**src/rtl/cnt_cmd_ctrl_if.sv**
```systemverilog
// Bundles the button inputs, the overflow loop-back and the counter-control
// outputs of the command stage. The master side drives the buttons and the
// overflow flag. The slave side is the command stage itself.
interface cnt_cmd_ctrl_if;
    logic       btn_start;
    logic       btn_stop;
    logic       btn_dir;
    logic       overflow;
    logic       act;
    logic       up_down;
    logic       cnt_clr;
    logic       halted;
    logic [2:0] state_dbg;

    modport master (
        output btn_start,
        output btn_stop,
        output btn_dir,
        output overflow,
        input  act,
        input  up_down,
        input  cnt_clr,
        input  halted,
        input  state_dbg
    );

    modport slave (
        input  btn_start,
        input  btn_stop,
        input  btn_dir,
        input  overflow,
        output act,
        output up_down,
        output cnt_clr,
        output halted,
        output state_dbg
    );
endinterface

```
**src/rtl/cnt_cmd_ctrl.sv**
```systemverilog
// Command front-end for the up/down counter.
// Each raw pushbutton goes through a synchroniser, a debouncer and a
// rising-edge pulse register. The resulting one-cycle press pulses drive a
// Moore FSM. The FSM enables the counter, sets its direction, and recovers
// from overflow by pulsing the counter's clear input.
module cnt_cmd_ctrl #(
    parameter int unsigned SYNC_STAGES     = 2,
    parameter int unsigned DEBOUNCE_CYCLES = 16,
    parameter int unsigned CLR_PULSE       = 2
) (
    input  logic          clk,
    input  logic          reset,
    cnt_cmd_ctrl_if.slave bus
);

    localparam int unsigned NB = 3;  // buttons: 0=start, 1=stop, 2=dir
    localparam int unsigned DW = $clog2(DEBOUNCE_CYCLES + 1);
    localparam int unsigned CW = $clog2(CLR_PULSE + 1);
    localparam logic [DW-1:0] DB_LAST  = DW'(DEBOUNCE_CYCLES - 1);
    localparam logic [CW-1:0] CLR_LAST = CW'(CLR_PULSE - 1);

    typedef enum logic [2:0] {
        S_IDLE     = 3'd0,
        S_RUN_UP   = 3'd1,
        S_RUN_DN   = 3'd2,
        S_HALT_OVF = 3'd3,
        S_CLEAR    = 3'd4
    } state_t;

    logic [NB-1:0] raw_btn;
    logic [NB-1:0] press;

    assign raw_btn = {bus.btn_dir, bus.btn_stop, bus.btn_start};

    // Per-button conditioning chain: synchroniser -> debouncer -> press pulse.
    generate
        for (genvar gi = 0; gi < NB; gi++) begin : g_btn
            logic [SYNC_STAGES-1:0] sync_q;
            logic [DW-1:0]          db_cnt_q;
            logic                   level_q;
            logic                   level_prev_q;
            logic                   pulse_q;

            // Shift the raw button into the synchroniser chain. The MSB is the
            // metastability-safe sample.
            always_ff @(posedge clk or posedge reset) begin
                if (reset) begin
                    sync_q <= '0;
                end else begin
                    sync_q <= {sync_q[SYNC_STAGES-2:0], raw_btn[gi]};
                end
            end

            // Accept a new level only after DEBOUNCE_CYCLES consecutive synced
            // samples disagree with it. Any agreeing sample restarts the count.
            always_ff @(posedge clk or posedge reset) begin
                if (reset) begin
                    db_cnt_q <= '0;
                    level_q  <= 1'b0;
                end else if (sync_q[SYNC_STAGES-1] == level_q) begin
                    db_cnt_q <= '0;
                end else if (db_cnt_q == DB_LAST) begin
                    level_q  <= sync_q[SYNC_STAGES-1];
                    db_cnt_q <= '0;
                end else begin
                    db_cnt_q <= db_cnt_q + 1'b1;
                end
            end

            // One registered pulse per debounced rising edge. A held button gives
            // a single pulse, and a release gives none.
            always_ff @(posedge clk or posedge reset) begin
                if (reset) begin
                    level_prev_q <= 1'b0;
                    pulse_q      <= 1'b0;
                end else begin
                    level_prev_q <= level_q;
                    pulse_q      <= level_q & ~level_prev_q;
                end
            end

            assign press[gi] = pulse_q;
        end
    endgenerate

    logic start_p;
    logic stop_p;
    logic dir_p;

    assign start_p = press[0];
    assign stop_p  = press[1];
    assign dir_p   = press[2];

    state_t        state_q;
    state_t        state_d;
    logic          dir_q;
    logic          dir_d;
    logic [CW-1:0] clr_cnt_q;
    logic [CW-1:0] clr_cnt_d;
    logic          act_q;
    logic          up_down_q;
    logic          cnt_clr_q;
    logic          halted_q;

    // Next-state logic. Priority within a cycle is overflow > stop > dir > start.
    // A dir pulse toggles the direction in IDLE and in both RUN states, even
    // when a higher-priority event wins the state transition in that cycle.
    always_comb begin
        state_d   = state_q;
        dir_d     = dir_q;
        clr_cnt_d = clr_cnt_q;
        case (state_q)
            S_IDLE: begin
                if (dir_p) begin
                    dir_d = ~dir_q;
                end
                // Start uses the direction after any same-cycle toggle.
                if (start_p) begin
                    state_d = dir_d ? S_RUN_UP : S_RUN_DN;
                end
            end
            S_RUN_UP: begin
                if (dir_p) begin
                    dir_d = ~dir_q;
                end
                if (bus.overflow) begin
                    state_d = S_HALT_OVF;
                end else if (stop_p) begin
                    state_d = S_IDLE;
                end else if (dir_p) begin
                    state_d = S_RUN_DN;
                end
            end
            S_RUN_DN: begin
                if (dir_p) begin
                    dir_d = ~dir_q;
                end
                if (bus.overflow) begin
                    state_d = S_HALT_OVF;
                end else if (stop_p) begin
                    state_d = S_IDLE;
                end else if (dir_p) begin
                    state_d = S_RUN_UP;
                end
            end
            S_HALT_OVF: begin
                // Only stop leaves the halt. The clear timer reloads on entry to CLEAR.
                if (stop_p) begin
                    state_d   = S_CLEAR;
                    clr_cnt_d = '0;
                end
            end
            S_CLEAR: begin
                if (clr_cnt_q == CLR_LAST) begin
                    state_d = S_IDLE;
                end else begin
                    clr_cnt_d = clr_cnt_q + 1'b1;
                end
            end
            default: begin
                state_d = S_IDLE;
            end
        endcase
    end

    // State, direction and the outputs, registered together from the next
    // state so the outputs never see a combinational path from the inputs.
    always_ff @(posedge clk or posedge reset) begin
        if (reset) begin
            state_q   <= S_IDLE;
            dir_q     <= 1'b1;
            clr_cnt_q <= '0;
            act_q     <= 1'b0;
            up_down_q <= 1'b1;
            cnt_clr_q <= 1'b0;
            halted_q  <= 1'b0;
        end else begin
            state_q   <= state_d;
            dir_q     <= dir_d;
            clr_cnt_q <= clr_cnt_d;
            act_q     <= (state_d == S_RUN_UP) || (state_d == S_RUN_DN);
            up_down_q <= dir_d;
            cnt_clr_q <= (state_d == S_CLEAR);
            halted_q  <= (state_d == S_HALT_OVF);
        end
    end

    assign bus.act       = act_q;
    assign bus.up_down   = up_down_q;
    assign bus.cnt_clr   = cnt_clr_q;
    assign bus.halted    = halted_q;
    assign bus.state_dbg = state_q;

endmodule

```
**src/flat_wrapper.sv**
```systemverilog
// flat-port wrapper written by rule: the top's interface ports become plain ports
module cnt_cmd_ctrl_flat 
#(
    parameter int unsigned SYNC_STAGES     = 2,
    parameter int unsigned DEBOUNCE_CYCLES = 16,
    parameter int unsigned CLR_PULSE       = 2
)
  (clk, reset, bus_btn_start, bus_btn_stop, bus_btn_dir, bus_overflow, bus_act, bus_up_down, bus_cnt_clr, bus_halted, bus_state_dbg);
  cnt_cmd_ctrl_if bus_i ();
  input  logic clk;
  input  logic reset;
  input wire logic [$bits(bus_i.btn_start)-1:0] bus_btn_start;
  input wire logic [$bits(bus_i.btn_stop)-1:0] bus_btn_stop;
  input wire logic [$bits(bus_i.btn_dir)-1:0] bus_btn_dir;
  input wire logic [$bits(bus_i.overflow)-1:0] bus_overflow;
  output wire logic [$bits(bus_i.act)-1:0] bus_act;
  output wire logic [$bits(bus_i.up_down)-1:0] bus_up_down;
  output wire logic [$bits(bus_i.cnt_clr)-1:0] bus_cnt_clr;
  output wire logic [$bits(bus_i.halted)-1:0] bus_halted;
  output wire logic [$bits(bus_i.state_dbg)-1:0] bus_state_dbg;
  assign bus_i.btn_start = bus_btn_start;
  assign bus_i.btn_stop = bus_btn_stop;
  assign bus_i.btn_dir = bus_btn_dir;
  assign bus_i.overflow = bus_overflow;
  assign bus_act = bus_i.act;
  assign bus_up_down = bus_i.up_down;
  assign bus_cnt_clr = bus_i.cnt_clr;
  assign bus_halted = bus_i.halted;
  assign bus_state_dbg = bus_i.state_dbg;
  cnt_cmd_ctrl #(.SYNC_STAGES(SYNC_STAGES), .DEBOUNCE_CYCLES(DEBOUNCE_CYCLES), .CLR_PULSE(CLR_PULSE)) u_core (.clk(clk), .reset(reset), .bus(bus_i));
endmodule
```
**config.mk**
```make
export PLATFORM = sky130hd
export DESIGN_NAME = cnt_cmd_ctrl_flat
export DESIGN_NICKNAME = d
export VERILOG_FILES = /design/src/rtl/cnt_cmd_ctrl_if.sv /design/src/rtl/cnt_cmd_ctrl.sv /design/src/flat_wrapper.sv
export SDC_FILE = /design/constraint.sdc
export NUM_CORES = 1
export LEC_CHECK = 0
export CAP_MARGIN = 20
export CELL_PAD_IN_SITES_DETAIL_PLACEMENT = 0
export CELL_PAD_IN_SITES_GLOBAL_PLACEMENT = 1
export CORE_AREA = 2 2 66 62
export DETAILED_ROUTE_END_ITERATION = 8
export DIE_AREA = 0 0 68 64
export PLACE_DENSITY_LB_ADDON = 0.08
export SYNTH_ARGS = -nofsm -noshare
export SYNTH_HDL_FRONTEND = slang
export SYNTH_SLANG_ARGS = --single-unit
```
**constraint.sdc**
```tcl
create_clock -name clk -period 2.3 [get_ports clk]
set_input_delay 0.46 -clock clk [delete_from_list [all_inputs] [get_ports clk]]
set_output_delay 0.46 -clock clk [all_outputs]
set_load 0.05 [all_outputs]
```
==> flow_metrics.tcl <==
set metrics [dict create \
    postCtsSetupBuffers 0 \
    synth_adder_area_share 0.0312 \
    post-route-min-period_ns 2.17 \
    area_growth_syn_to_layout_pct 14.8 \
    postPlaceCellArea_um2 1760 \
    placement_rows 21 \
    syn_nets 138 \
    post-route-drc-count 0 \
    dr.pass1.iters 5 \
    crit_fanout 11 \
    required_ns 1.84 \
    synthesis.area_um2 1610 \
    start_util 0.443 \
    pre_cts_slack_ns 0.437 \
    power.leakage_nw 0.871 \
    die_w_um 68 \
    cts-buffers-inserted 5 \
    critical_path_class "reg2out" \
    vias 933 \
    r2r-start "u_core.bus.state_dbg[2]" \
    instances_no_fill 192 \
    fin_worst_skew_ns 0.00298 \
    routed_via_density 4.86 \
    io_buffers 12 \
    post-synth-top-area-cell "sky130_fd_sc_hd__dfrtp_1" \
    xor_xnor_fraction_of_synth_area 0.0600 \
    post-place-cells 184 \
    timing.hold.ws_ns 0.349 \
    timing.reg2reg.setup_slack_ns 0.65 \
    num_io_pins 13 \
    grt_util_all_layers 0.139 \
    cp_num_buf_inv 1 \
    finalWirelength_um 2300 \
    buffers_from_clock_root_to_sink_at_most 2 \
    ir_worst_vdd_v 0.000462 \
    synth_commonest_cells "sky130_fd_sc_hd__dfrtp_1, sky130_fd_sc_hd__nor2_1, sky130_fd_sc_hd__xor2_1" \
    dr.first_iter.drc_count 69 \
    seq_area_frac_synth 0.609 \
    fin_total_pwr_mw 1.51 \
    grt_first_pass_wirelength_um 4440 \
    m1WireLength_um 1130 \
    avgSynthCellArea_um2 12.5 \
    grt.overflow.total 0 \
    critPathMaxStageDelay_ns 0.87 \
    core_area_um2 3630 \
    post_route_cells_drive_above_1_share 0.0959 \
    insertion_delay_to_the_later_sink_of_the_worst_skew_pair_ns 0.28 \
    simple_gate_portion_of_the_synthesized_area 0.148 \
    run_status "finished clean" \
    maxCapViolCount 0 \
    synth.yosys.warnings 0 \
    synth.top_cell.area_share 0.592 \
    min_to "u_core.g_btn[1].sync_q[1]" \
    diodes 0 \
    route.met2.wl_um 1050 \
    critical-path-slowest-cell "sky130_fd_sc_hd__clkdlybuf4s50_1" \
    finalSetupViolCount 0 \
    final_min_period_over_clock_period 0.944 \
    final_max_slew_viol_count 0 \
    post-dp-hpwl_um 1560 \
    synth_edf_count 0 \
    critical_path_arrival_ns 1.71 \
    max_slew_margin_vs_limit 0.667 \
    fin_util 0.508 \
    maximum_number_of_pins_on_one_net_before_global_route_repair 40 \
    die_area_um2 4350 \
    muxShareOfSynthArea 0.0366 \
    ff2ff_path_depth 3 \
    synth_seq_cells 39 \
    min_path_type "reg2reg" \
    die_h_um 64 \
    met3_wirelength_um 103 \
    critical_path.cell_chain "clkdlybuf4s50_1" \
    synthFlopType "sky130_fd_sc_hd__dfrtp_1" \
    ctsHoldBuffers 0 \
    post_synth_main_area_contributors "sky130_fd_sc_hd__dfrtp_1, sky130_fd_sc_hd__xor2_1, sky130_fd_sc_hd__nor2_1" \
    routed.top_layer "met4" \
    fin_ws_ns 0.130 \
    worst_pin_slew_ns 0.498 \
    worstSetupStartpointType "register" \
    clock_sinks 39 \
    first_element_of_the_critical_path "u_core.bus.state_dbg[2]" \
    antenna_found_initial 0 \
    final_antenna_net_count 0 \
    synthArstFlopShare 1.00 \
    post_cts_resized 0 \
    nFillCells 327 \
    synth_top_family_by_area "simple AND/OR/NAND/NOR gates" \
    rsz0062_at_grt "false" \
    worstReg2RegEnd "u_core.clr_cnt_q[0]" \
    power_density_nw_per_um2 821 \
    hold_viol_final 0 \
    root_buffer_cell "sky130_fd_sc_hd__clkbuf_8" \
    finalInstanceArea_um2 1840 \
    max_freq_mhz 461 \
    synthMostInstantiatedCell "sky130_fd_sc_hd__dfrtp_1" \
    gp_congestion 0.733 \
    postSynthCellCount 128 \
    setup-tns-final_ns 0 \
    cp-end-kind "primary output" \
    hold-path-cell-count 0 \
    synth.lib_cells_used.distinct 32 \
    fin_nets 155 \
    synth_compound_gate_area_share 0.0865 \
    hold_path.startpoint "u_core.g_btn[1].sync_q[0]" \
    htree_num_levels 2 \
    critical-path-top-delay-family "buffers and inverters" \
    route.detailed.wl_per_inst_um 12.0 \
    cts_tree "yes" \
    clk_transition_reported_paths_ns 0.06 \
    number_of_global_route_vias_before_repair 1002 \
]
==> cell families after synthesis <==
kind of cell / Yosys count
AO/OA/AOI/OAI: 17
multiplexers: 5
flip-flops: 39
adder cells (fa/ha/maj): 4
AND/OR/NAND/NOR: 44
buffers and inverters: 8
XOR/XNOR: 11
==> cell type report <==
type                    count  area, µm²  area share
inverters                   5       18.8      0.0102
clock buffers               8       80.1      0.0434
flip-flops and latches     39        977       0.530
well taps                  46       57.6      0.0312
repair buffers             13        128      0.0692
multi-input cells          81        582       0.316
==> power by group <==
| group | internal (mW) | switching [mW] |
|---|---|---|
| Combinational | 0.123 | 0.192 |
| Sequential | 0.731 | 0.0488 |
| Clock | 0.215 | 0.205 |
==> worst max-delay path by stage <==
stage,slack [ns],depth (start not counted),to
2_1_floorplan,0.47,4,u_core.clr_cnt_q[0]
3_3_place_gp,0.44,1,bus_state_dbg[2]
3_5_place_dp,0.44,1,bus_state_dbg[1]
4_1_cts,0.12,1,bus_state_dbg[2]
5_1_grt,0.04,1,bus_state_dbg[2]
6_report,0.13,1,bus_state_dbg[2]
==> sequential cells by signal (all words and copies together), names as in the netlist <==
register,count
u_core.g_btn.sync_q,6
u_core.bus.cnt_clr,1
u_core.dir_q,1
u_core.bus.state_dbg,3
u_core.g_btn.level_q,3
u_core.g_btn.db_cnt_q,15
u_core.bus.halted,1
u_core.g_btn.level_prev_q,3
u_core.clr_cnt_q,2
u_core.bus.act,1
u_core.g_btn.pulse_q,2
u_core.dir_p,1
==> placed cells by master, fill, tap and decap left out, types with 2 or more instances in the layout <==
cell                               n
sky130_fd_sc_hd__xor2_1            9
sky130_fd_sc_hd__nand2b_1          2
sky130_fd_sc_hd__o21ai_0           8
sky130_fd_sc_hd__nand2_1           2
sky130_fd_sc_hd__clkdlybuf4s50_1  12
sky130_fd_sc_hd__xnor2_1           2
sky130_fd_sc_hd__and3_1            3
sky130_fd_sc_hd__clkbuf_8          5
sky130_fd_sc_hd__inv_1             5
sky130_fd_sc_hd__clkbuf_1          3
sky130_fd_sc_hd__and2_1            5
sky130_fd_sc_hd__dfrtp_1          38
sky130_fd_sc_hd__mux2_2            3
sky130_fd_sc_hd__nor2_1           15
sky130_fd_sc_hd__nand3_1           6
sky130_fd_sc_hd__nor2b_1           7
sky130_fd_sc_hd__ha_1              4
==> layer usage <==
layer,track usage,up-vias
met5,0,-
met4,0.0600,0
met3,0.0581,2
met2,0.212,17
met1,0.172,451
li1,-,463
Note: power is estimated with default switching activity, not from simulation.
